**config.mk**
```make
export PLATFORM = sky130hd
export DESIGN_NAME = rs_station
export DESIGN_NICKNAME = d
export VERILOG_FILES = /design/src/rtl/rs_station_pkg.sv /design/src/rtl/rs_station_chooser.sv /design/src/rtl/rs_station.sv
export SDC_FILE = /design/constraint.sdc
export NUM_CORES = 2
export LEC_CHECK = 0
export CAP_MARGIN = 20
export CORE_ASPECT_RATIO = 0.75
export CORE_MARGIN = 8
export CORE_UTILIZATION = 50
export DETAILED_ROUTE_END_ITERATION = 6
export PLACE_DENSITY_LB_ADDON = 0.12
export SLEW_MARGIN = 5
export SYNTH_ARGS = -nofsm -noshare
export SYNTH_HDL_FRONTEND = slang
export SYNTH_HIERARCHICAL = 1
export SYNTH_SLANG_ARGS = --single-unit
```
**constraint.sdc**
```tcl
create_clock -name clk_in -period 4.4 [get_ports clk_in]
set_input_delay 1.1 -clock clk_in [delete_from_list [all_inputs] [get_ports clk_in]]
set_output_delay 1.1 -clock clk_in [all_outputs]
set_load 0.005 [all_outputs]
```
**src/rtl/rs_station_pkg.sv**
```systemverilog
// Shared definitions for the ALU reservation station: sizes, opcode
// encodings, the per-entry record and the CDB operand-snoop helper.
package rs_station_pkg;

    localparam int RS_SIZE = 8;
    localparam int RS_BIT  = $clog2(RS_SIZE);
    localparam int ROB_BIT = 3;
    localparam int XLEN    = 32;
    localparam int OP_W    = 5;

    // ALU opcode encodings carried through the station untouched
    typedef enum logic [OP_W-1:0] {
        ALU_ADD  = 5'd0,
        ALU_SUB  = 5'd1,
        ALU_AND  = 5'd2,
        ALU_OR   = 5'd3,
        ALU_XOR  = 5'd4,
        ALU_SLL  = 5'd5,
        ALU_SRL  = 5'd6,
        ALU_SRA  = 5'd7,
        ALU_SLT  = 5'd8,
        ALU_SLTU = 5'd9
    } alu_op_e;

    // One source operand: either a value (rdy=1) or still waiting on a tag
    typedef struct packed {
        logic            rdy;
        logic [XLEN-1:0] val;
    } operand_t;

    // One reservation-station slot
    typedef struct packed {
        logic               busy;
        logic [OP_W-1:0]    op;
        logic [XLEN-1:0]    vj;
        logic [XLEN-1:0]    vk;
        logic [ROB_BIT-1:0] qj;
        logic [ROB_BIT-1:0] qk;
        logic               qj_rdy;
        logic               qk_rdy;
        logic [XLEN-1:0]    imm;
        logic [XLEN-1:0]    pc;
        logic [ROB_BIT-1:0] rob;
    } rs_entry_t;

    // Resolve a waiting operand against both CDB ports; the ALU port is
    // checked first so it wins when both carry the same tag.
    function automatic operand_t snoop_operand(
        input logic               rdy,
        input logic [XLEN-1:0]    val,
        input logic [ROB_BIT-1:0] tag,
        input logic               alu_v,
        input logic [ROB_BIT-1:0] alu_tag,
        input logic [XLEN-1:0]    alu_val,
        input logic               lsb_v,
        input logic [ROB_BIT-1:0] lsb_tag,
        input logic [XLEN-1:0]    lsb_val
    );
        operand_t res;
        res.rdy = rdy;
        res.val = val;
        if (!rdy) begin
            if (alu_v && (alu_tag == tag)) begin
                res.rdy = 1'b1;
                res.val = alu_val;
            end else if (lsb_v && (lsb_tag == tag)) begin
                res.rdy = 1'b1;
                res.val = lsb_val;
            end
        end
        return res;
    endfunction

endpackage

```
**src/rtl/rs_station_chooser.sv**
```systemverilog
// Lowest-index slot selection for the reservation station: picks the free
// slot for issue and the prepared slot for dispatch. Purely combinational.
module rs_station_chooser
    import rs_station_pkg::*;
(
    input  logic [RS_SIZE-1:0] busy_i,
    input  logic [RS_SIZE-1:0] prepared_i,
    output logic [RS_BIT-1:0]  issue_entry_o,
    output logic               full_o,
    output logic [RS_BIT-1:0]  rs_entry_o,
    output logic               ready_o
);

    // Scan from the top down so the lowest matching index is the last write
    always_comb begin
        issue_entry_o = '0;
        rs_entry_o    = '0;
        for (int i = RS_SIZE - 1; i >= 0; i--) begin
            if (!busy_i[i]) begin
                issue_entry_o = RS_BIT'(i);
            end
            if (prepared_i[i]) begin
                rs_entry_o = RS_BIT'(i);
            end
        end
    end

    assign full_o  = &busy_i;
    assign ready_o = |prepared_i;

endmodule

```
**src/rtl/rs_station.sv**
```systemverilog
// ALU reservation station: issue into the lowest free slot, operand capture
// from the ALU and LSB CDB ports, lowest-index dispatch to the ALU.
// Optional build macro: RS_ISSUE_BYPASS_EN -- when defined, an issuing
// operand that is not ready is resolved against the same-cycle CDB tags.
//
// Handshake: issue_valid is a one-cycle request accepted at the rising edge
// whenever rs_full is low (a request while rs_full is high is dropped);
// alu_valid is a one-cycle strobe with no back-pressure from the ALU.
// Everything is frozen while rdy_in is low, including flush.
module rs_station
    import rs_station_pkg::*;
(
    input  logic               clk_in,
    input  logic               rst_n,
    input  logic               rdy_in,
    input  logic               flush_in,

    input  logic               issue_valid,
    input  logic [OP_W-1:0]    issue_op,
    input  logic               issue_qj_rdy,
    input  logic [XLEN-1:0]    issue_vj,
    input  logic [ROB_BIT-1:0] issue_qj,
    input  logic               issue_qk_rdy,
    input  logic [XLEN-1:0]    issue_vk,
    input  logic [ROB_BIT-1:0] issue_qk,
    input  logic [XLEN-1:0]    issue_imm,
    input  logic [XLEN-1:0]    issue_pc,
    input  logic [ROB_BIT-1:0] issue_rob,
    output logic               rs_full,

    input  logic               cdb_alu_valid,
    input  logic [ROB_BIT-1:0] cdb_alu_tag,
    input  logic [XLEN-1:0]    cdb_alu_val,
    input  logic               cdb_lsb_valid,
    input  logic [ROB_BIT-1:0] cdb_lsb_tag,
    input  logic [XLEN-1:0]    cdb_lsb_val,

    output logic               alu_valid,
    output logic [OP_W-1:0]    alu_op,
    output logic [XLEN-1:0]    alu_vj,
    output logic [XLEN-1:0]    alu_vk,
    output logic [XLEN-1:0]    alu_imm,
    output logic [XLEN-1:0]    alu_pc,
    output logic [ROB_BIT-1:0] alu_rob
);

    rs_entry_t          entry_q [RS_SIZE];
    rs_entry_t          entry_d [RS_SIZE];

    logic               alu_valid_q, alu_valid_d;
    logic [OP_W-1:0]    alu_op_q,    alu_op_d;
    logic [XLEN-1:0]    alu_vj_q,    alu_vj_d;
    logic [XLEN-1:0]    alu_vk_q,    alu_vk_d;
    logic [XLEN-1:0]    alu_imm_q,   alu_imm_d;
    logic [XLEN-1:0]    alu_pc_q,    alu_pc_d;
    logic [ROB_BIT-1:0] alu_rob_q,   alu_rob_d;

    logic [RS_SIZE-1:0] busy_vec;
    logic [RS_SIZE-1:0] prepared_vec;
    logic [RS_BIT-1:0]  issue_idx;
    logic [RS_BIT-1:0]  disp_idx;
    logic               full;
    logic               any_prepared;

    // Busy/prepared vectors from the registered slot state only
    always_comb begin
        busy_vec     = '0;
        prepared_vec = '0;
        for (int i = 0; i < RS_SIZE; i++) begin
            busy_vec[i]     = entry_q[i].busy;
            prepared_vec[i] = entry_q[i].busy & entry_q[i].qj_rdy & entry_q[i].qk_rdy;
        end
    end

    rs_station_chooser u_chooser (
        .busy_i        (busy_vec),
        .prepared_i    (prepared_vec),
        .issue_entry_o (issue_idx),
        .full_o        (full),
        .rs_entry_o    (disp_idx),
        .ready_o       (any_prepared)
    );

    assign rs_full = full;

    // Next-state: capture on busy slots, issue into the free slot, dispatch
    // the prepared slot; flush overrides all three.
    always_comb begin
        rs_entry_t new_e;
        operand_t  opj;
        operand_t  opk;

        for (int i = 0; i < RS_SIZE; i++) begin
            entry_d[i] = entry_q[i];
        end
        alu_valid_d = 1'b0;
        alu_op_d    = alu_op_q;
        alu_vj_d    = alu_vj_q;
        alu_vk_d    = alu_vk_q;
        alu_imm_d   = alu_imm_q;
        alu_pc_d    = alu_pc_q;
        alu_rob_d   = alu_rob_q;

        new_e.busy   = 1'b1;
        new_e.op     = issue_op;
        new_e.vj     = issue_vj;
        new_e.vk     = issue_vk;
        new_e.qj     = issue_qj;
        new_e.qk     = issue_qk;
        new_e.qj_rdy = issue_qj_rdy;
        new_e.qk_rdy = issue_qk_rdy;
        new_e.imm    = issue_imm;
        new_e.pc     = issue_pc;
        new_e.rob    = issue_rob;
`ifdef RS_ISSUE_BYPASS_EN
        opj = snoop_operand(issue_qj_rdy, issue_vj, issue_qj,
                            cdb_alu_valid, cdb_alu_tag, cdb_alu_val,
                            cdb_lsb_valid, cdb_lsb_tag, cdb_lsb_val);
        opk = snoop_operand(issue_qk_rdy, issue_vk, issue_qk,
                            cdb_alu_valid, cdb_alu_tag, cdb_alu_val,
                            cdb_lsb_valid, cdb_lsb_tag, cdb_lsb_val);
        new_e.qj_rdy = opj.rdy;
        new_e.vj     = opj.val;
        new_e.qk_rdy = opk.rdy;
        new_e.vk     = opk.val;
`else
        opj = '0;
        opk = '0;
`endif

        if (flush_in) begin
            for (int i = 0; i < RS_SIZE; i++) begin
                entry_d[i].busy = 1'b0;
            end
        end else begin
            for (int i = 0; i < RS_SIZE; i++) begin
                opj = snoop_operand(entry_q[i].qj_rdy, entry_q[i].vj, entry_q[i].qj,
                                    cdb_alu_valid, cdb_alu_tag, cdb_alu_val,
                                    cdb_lsb_valid, cdb_lsb_tag, cdb_lsb_val);
                opk = snoop_operand(entry_q[i].qk_rdy, entry_q[i].vk, entry_q[i].qk,
                                    cdb_alu_valid, cdb_alu_tag, cdb_alu_val,
                                    cdb_lsb_valid, cdb_lsb_tag, cdb_lsb_val);
                if (entry_q[i].busy) begin
                    entry_d[i].qj_rdy = opj.rdy;
                    entry_d[i].vj     = opj.val;
                    entry_d[i].qk_rdy = opk.rdy;
                    entry_d[i].vk     = opk.val;
                end
            end

            // The free slot is never the dispatching slot, so these cannot collide
            if (issue_valid && !full) begin
                entry_d[issue_idx] = new_e;
            end

            if (any_prepared) begin
                alu_valid_d             = 1'b1;
                alu_op_d                = entry_q[disp_idx].op;
                alu_vj_d                = entry_q[disp_idx].vj;
                alu_vk_d                = entry_q[disp_idx].vk;
                alu_imm_d               = entry_q[disp_idx].imm;
                alu_pc_d                = entry_q[disp_idx].pc;
                alu_rob_d               = entry_q[disp_idx].rob;
                entry_d[disp_idx].busy  = 1'b0;
            end
        end
    end

    // State registers; rdy_in low freezes slots and dispatch outputs alike
    always_ff @(posedge clk_in or negedge rst_n) begin
        if (!rst_n) begin
            for (int i = 0; i < RS_SIZE; i++) begin
                entry_q[i] <= '0;
            end
            alu_valid_q <= 1'b0;
            alu_op_q    <= '0;
            alu_vj_q    <= '0;
            alu_vk_q    <= '0;
            alu_imm_q   <= '0;
            alu_pc_q    <= '0;
            alu_rob_q   <= '0;
        end else if (rdy_in) begin
            for (int i = 0; i < RS_SIZE; i++) begin
                entry_q[i] <= entry_d[i];
            end
            alu_valid_q <= alu_valid_d;
            alu_op_q    <= alu_op_d;
            alu_vj_q    <= alu_vj_d;
            alu_vk_q    <= alu_vk_d;
            alu_imm_q   <= alu_imm_d;
            alu_pc_q    <= alu_pc_d;
            alu_rob_q   <= alu_rob_d;
        end
    end

    assign alu_valid = alu_valid_q;
    assign alu_op    = alu_op_q;
    assign alu_vj    = alu_vj_q;
    assign alu_vk    = alu_vk_q;
    assign alu_imm   = alu_imm_q;
    assign alu_pc    = alu_pc_q;
    assign alu_rob   = alu_rob_q;

endmodule
```
# Word-level counts from Yosys, hierarchy flattened
# Cells that the tools add are included.
word_totals:
  register_bits: 1297
  output_inout_bits: 138
  inputBits: 221
classes:
  magnitude_cmp: 4
  n_mux: 118
  n_eq_ne: 32
  n_bitwise: 19
  reduce_logical: 40
ops:
  columns: ["op", "count"]
  rows:
  - ["$mux 1160", 3]
  - ["$bwmux 1160", 2]
  - ["$mux 33", 48]
  - ["$mux 64", 16]
  - ["$demux 145 s3", 2]
  - ["$bmux 145 s3", 1]
  - ["$mux 145", 2]
  - ["$mux 144", 2]
  - ["$eq 3x3->1", 32]
  - ["$mux 3", 16]
  - ["$logic_and 1x1->1", 35]
  - ["$mux 2", 16]
  - ["$and 1x1->1", 16]
  - ["$mux 1", 10]
  - ["$ge 4x4->1 const B", 2]
  - ["$lt 4x1->1 const B", 2]
  - ["$not 3->4", 2]
  - ["$reduce_and 8->1", 1]
  - ["$reduce_or 8->1", 1]
  - ["$reduce_and 3->1", 1]
  - ["$reduce_and 2->1", 1]
  - ["$logic_not 1->1", 1]
  - ["$not 1->1", 1]

# Logic depth before layout (Yosys ltp)
logic_depth:
  depth_word: 19
  mapped_depth: 13
  mapped_depth_nobuf: 8

# Modules after synthesis
# Netlist, hierarchy kept.
modules_own_cells:
  columns: ["module", "cells_per_inst", "area_each_um2", "n_inst"]
  rows:
  - ["rs_station", 5448, 66391.2, 1]
  - ["rs_station_chooser", 27, 157.7, 1]

# Least setup slack after synthesis
# OpenSTA, ideal clock, no wires.
synth_path:
  path_type: "input to register"
  start: "input port cdb_alu_valid"
  end: "register entry_q[117] (netlist bit)"
  setup_slack_ps: 1578
  cell_stages: 6
  setup_ps: 126
  t_arrival_ps: 2696
  required_time_ps: 4274
  n_path_buf: 3
  path_cell_list: "buf_4 -> buf_2 -> and4_1 -> clkbuf_1 -> mux2_2 -> a221o_1"
synth_via:
  elab_chain_len: 10
synth_rtl:
  columns: ["element", "line_no", "source"]
  rows:
  - ["start, declared", "rs_station.sv:31", "input logic cdb_alu_valid,"]
  - ["$logic_and 1x1->1 *", "rs_station_pkg.sv:63", "if (alu_v && (alu_tag == tag)) begin"]
  - ["$mux 33 *", "rs_station_pkg.sv:63", null]
  - ["$mux 33 *", "rs_station_pkg.sv:62", "if (!rdy) begin"]
  - ["$mux 64 *", "rs_station.sv:143", "if (entry_q[i].busy) begin"]
  - ["$mux 64 *", "rs_station.sv:131", "if (flush_in) begin"]
  - ["$bwmux 1160", "rs_station.sv:153", "entry_d[issue_idx] = new_e;"]
  - ["$mux 1160 *", "rs_station.sv:152", "if (issue_valid && !full) begin"]
  - ["$mux 1160 *", "rs_station.sv:131", null]
  - ["$bwmux 1160", "rs_station.sv:164", "entry_d[disp_idx].busy = 1'b0;"]
  - ["$mux 1160 *", "rs_station.sv:156", "if (any_prepared) begin"]
  - ["end signal, assigned by index", "rs_station.sv:184", "entry_q[i] <= entry_d[i];"]
  - ["end, declared", "rs_station.sv:47", "rs_entry_t entry_q [RS_SIZE];"]
# Mark *: on every way between the ends. The rest lies on a longest branch, timed or not. The select of a mux whose other input is x is not followed.
# A chain may end at the register's enable or synchronous reset.

# Worst setup path after layout
layout_path:
  start: "register entry_q, in the netlist busy_vec[2]"
  end: "output port rs_full"
layout_via:
  elab_chain_len: 1
layout_rtl:
  columns: ["element", "line_no", "source"]
  rows:
  - ["$reduce_and 8->1", "rs_station_chooser.sv:28", "assign full_o = &busy_i;"]
  - ["end, declared", "rs_station.sv:29", "output logic rs_full,"]
# No other way between the ends.

==> results by group <==
Yosys
  – Syn Area/Cell: 12.2 sq um
  – Yosys cell types: 74
  – Post-synth EDFFs: 0
  – FFs w/ async S/R, synth: 100%
  – Synth Cell Area: 66500 sq um
  – Register bit total from synthesis: 1297
  – Sequential area share after synthesis: 48.8%
  – Mapped Cells: 5475
  – Ys flop type: dfrtp_1
  – Synth Net Count: 5696
  – Synth Warn #: 6

Clocking
  – Post_cts resized: 0
  – H-tree Lvls: 4
  – # Post-CTS Setup Buffers: 0
  – CTS tree: done
  – Clock Latency Late Sink: 0.78 ns
  – Hold buffer count at CTS: 0
  – Clock Root Buffer: clkbuf_16
  – Clock buffer depth: 3
  – CTS Buf Count: 138
  – Reg clk slew, reported paths: 0.06 ns
  – Clk sinks: 1297

Job
  – Max Cap Viol: 0

Finish
  – # fillers: 10844
  – Share of cells above drive strength 1: 25.7%
  – Post-layout util: 58.2%
  – Footprint of the multi-input gates: 32100 sq um
  – Area occupied by registers: 32500 sq um
  – Final layout net count: 5859
  – Most common cell after layout, fill and taps aside: dfrtp_1
  – Commonest cells after routing, fill and taps aside: dfrtp_1 (1297), nand2_1 (750), mux2_2 (703), nor2_1 (411), a221o_1 (379)
  – Area Growth Syn to Fin: 16.1%

Floorplanning
  – I/O Pins: 359
  – Core footprint: 133000 sq um
  – Starting Density: 50.1%
  – Die W: 437 microns
  – Die span in y: 332 microns
  – Site Rows: 116
  – Die footprint: 145000 sq um

Power and ir drop
  – Pwr dens: 465 nW/um^2
  – Worst vdd ir: 313 uV
  – Gate power share: 22.1%
  – Sw Share: 27.4%
  – Clock power share: 34.1%
  – Pint: 26.1 mW
  – Seq pwr share: 43.8%
  – Leak Pwr: 34.5 nW
  – Switch Pwr: 9.85 mW

Placement
  – HPWL after DPL: 128 mm
  – Routability cong.: 0.851
  – Number of port buffers: 358

Timing
  – Final setup fails: 0
  – Max Fclk: 261 MHz
  – Hold Vio Cnt, Final: 0
  – Worst slew margin: 19.1%
  – Fin crit period: 3.83 ns
  – Clock skew: 0.0271 ns
  – Fin crit share: 87.1%
  – RSZ-0062 raised after global routing: no
  – Measured slew at the worst slew-check pin: 1.21 ns
  – Slew Limit Fails: 0
  – TNS Setup: 0 ns

Hold path
  – HP Class: input port to asynchronous set/reset pin

Critical path
  – WP data required: 3.30 ns
  – CP Capture Type: output port
  – CP Data Arrival Time: 2.73 ns
  – Worst-path fanout max: 10
  – Critical Path Start Type: register
  – Worst-case reg-to-reg path depth: 10
  – Setup CP Type: register to output port

Global route
  – First-pass GRT wire length: 334 mm
  – GRT Total Usage: 30.1%
  – Antenna violations before repair: 24
  – GRT overflow: 0
  – Number of global-route vias before repair: 50065
  – Pin count of the biggest net entering global routing: 106

Routing
  – Drt pass-1 iters: 5
  – Number of vias per cell: 6.51
  – Starting DRT DRC Count: 5469
  – Remaining DRCs: 0
  – Antenna Nets Post-Route: 0
  – Final wirelength: 223 mm
  – Detailed-route via count: 49009
  – WL/cell: 29.6 microns

Outcome
  – Outcome: complete, no violations
-- synth_stat cells (4+ instances only) --
library cell / count / area [sq um]
a211oi_1: 14 / 105
buf_2: 200 / 1000
o21ai_2: 4 / 35.0
nand2_1: 759 / 2850
o32a_1: 4 / 40.0
buf_1: 41 / 154
mux2i_1: 260 / 2600
buf_4: 11 / 82.6
o22a_1: 4 / 35.0
o22ai_1: 136 / 851
mux2_2: 703 / 7920
nor2b_1: 15 / 93.8
xnor2_1: 93 / 815
a21o_1: 125 / 938
nand2b_1: 14 / 87.6
nor2_1: 411 / 1540
a31o_2: 4 / 35.0
a221o_1: 379 / 3790
nand3_1: 8 / 40.0
a21oi_1: 33 / 165
o21a_1: 5 / 37.5
and3_1: 16 / 100
nand4_2: 7 / 87.6
mux2_1: 99 / 1110
mux2_4: 29 / 435
a41o_1: 4 / 40.0
dfrtp_1: 1297 / 32500
o21ai_0: 144 / 721
nand4_1: 27 / 169
o21ai_1: 6 / 30.0
mux4_2: 272 / 6130
inv_1: 12 / 45.0
buf_6: 26 / 293
clkbuf_1: 223 / 837
and4_1: 7 / 61.3
nor3_1: 15 / 75.1
-- worst max-delay path, stage by stage, from the launching register on --
cell,delay (ns)
dfrtp_1,0.59
nand4_1,0.18
nor3_1,0.47
clkdlybuf4s50_1,0.71
-- through the flow --
stage               setup WS [ns]  hold WS [ns]  cells  cell area [sq um]  power (mW)
global route                0.465         0.332   7529              77200        37.5
finish                      0.567         0.320   7533              77200        35.9
floorplan                    1.58         0.440   5475              66500        20.3
global placement            0.465         0.453   7268              72500        23.6
CTS                         0.490         0.304   7518              77200        36.1
detailed placement          0.428         0.457   7268              72500        23.9
-- area by class of cell --
| cell class | count | area share, % |
|---|---|---|
| multi-input combinational | 3662 | 41.5 |
| inverter | 12 | 0.0583 |
| antenna | 15 | 0.0486 |
| tap | 1770 | 2.87 |
| sequential | 1297 | 42.0 |
| clock inverter | 45 | 0.729 |
| clock buffer | 205 | 5.36 |
| timing repair buffer | 527 | 7.39 |
-- logic make-up after synthesis --
| logic type | after synthesis | synth area share (%) |
|---|---|---|
| multiplexers | 1363 | 27.3 |
| AND/OR/NAND/NOR | 1310 | 8.18 |
| flip-flops | 1297 | 48.8 |
| AO/OA/AOI/OAI | 893 | 10.7 |
| buffers and inverters | 516 | 3.69 |
| XOR/XNOR | 96 | 1.30 |
-- worst paths after layout --
kind	start	endpoint	slack (ns)
setup / recovery	busy_vec[2]$_DFFE_PN0P_	rs_full	0.57
hold / removal	rst_n	alu_vj[29]$_DFFE_PN0P_	0.32
setup reg to reg	busy_vec[4]$_DFFE_PN0P_	alu_vj[26]$_DFFE_PN0P_	0.87
hold reg to reg	register	register	0.47
max in group asynchronous	rst_n	asynchronous set/reset pin	2.94
min in group clk_in	register	register	0.47
-- metal layers --
| metal | track usage, % | vias up | routed length, microns |
|---|---|---|---|
| li1 | - | 20588 | - |
| met1 | 43.3 | 25457 | 95100 |
| met2 | 44.0 | 2461 | 96900 |
| met3 | 8.55 | 493 | 23200 |
| met4 | 10.1 | 10 | 7530 |
| met5 | 0.235 | - | 94 |
-- power groups by stage --
stage / Sequential [mW] / Combinational (mW) / Clock [mW]
6_report: 15.7 / 7.95 / 12.2
4_1_cts: 15.7 / 7.98 / 12.4
3_3_place_gp: 15.8 / 7.78 / 0
5_1_grt: 16.0 / 8.57 / 12.9
3_5_place_dp: 15.9 / 7.97 / 0
2_1_floorplan: 15.5 / 4.77 / 0
No activity file was read; power rests on OpenSTA's default activity.
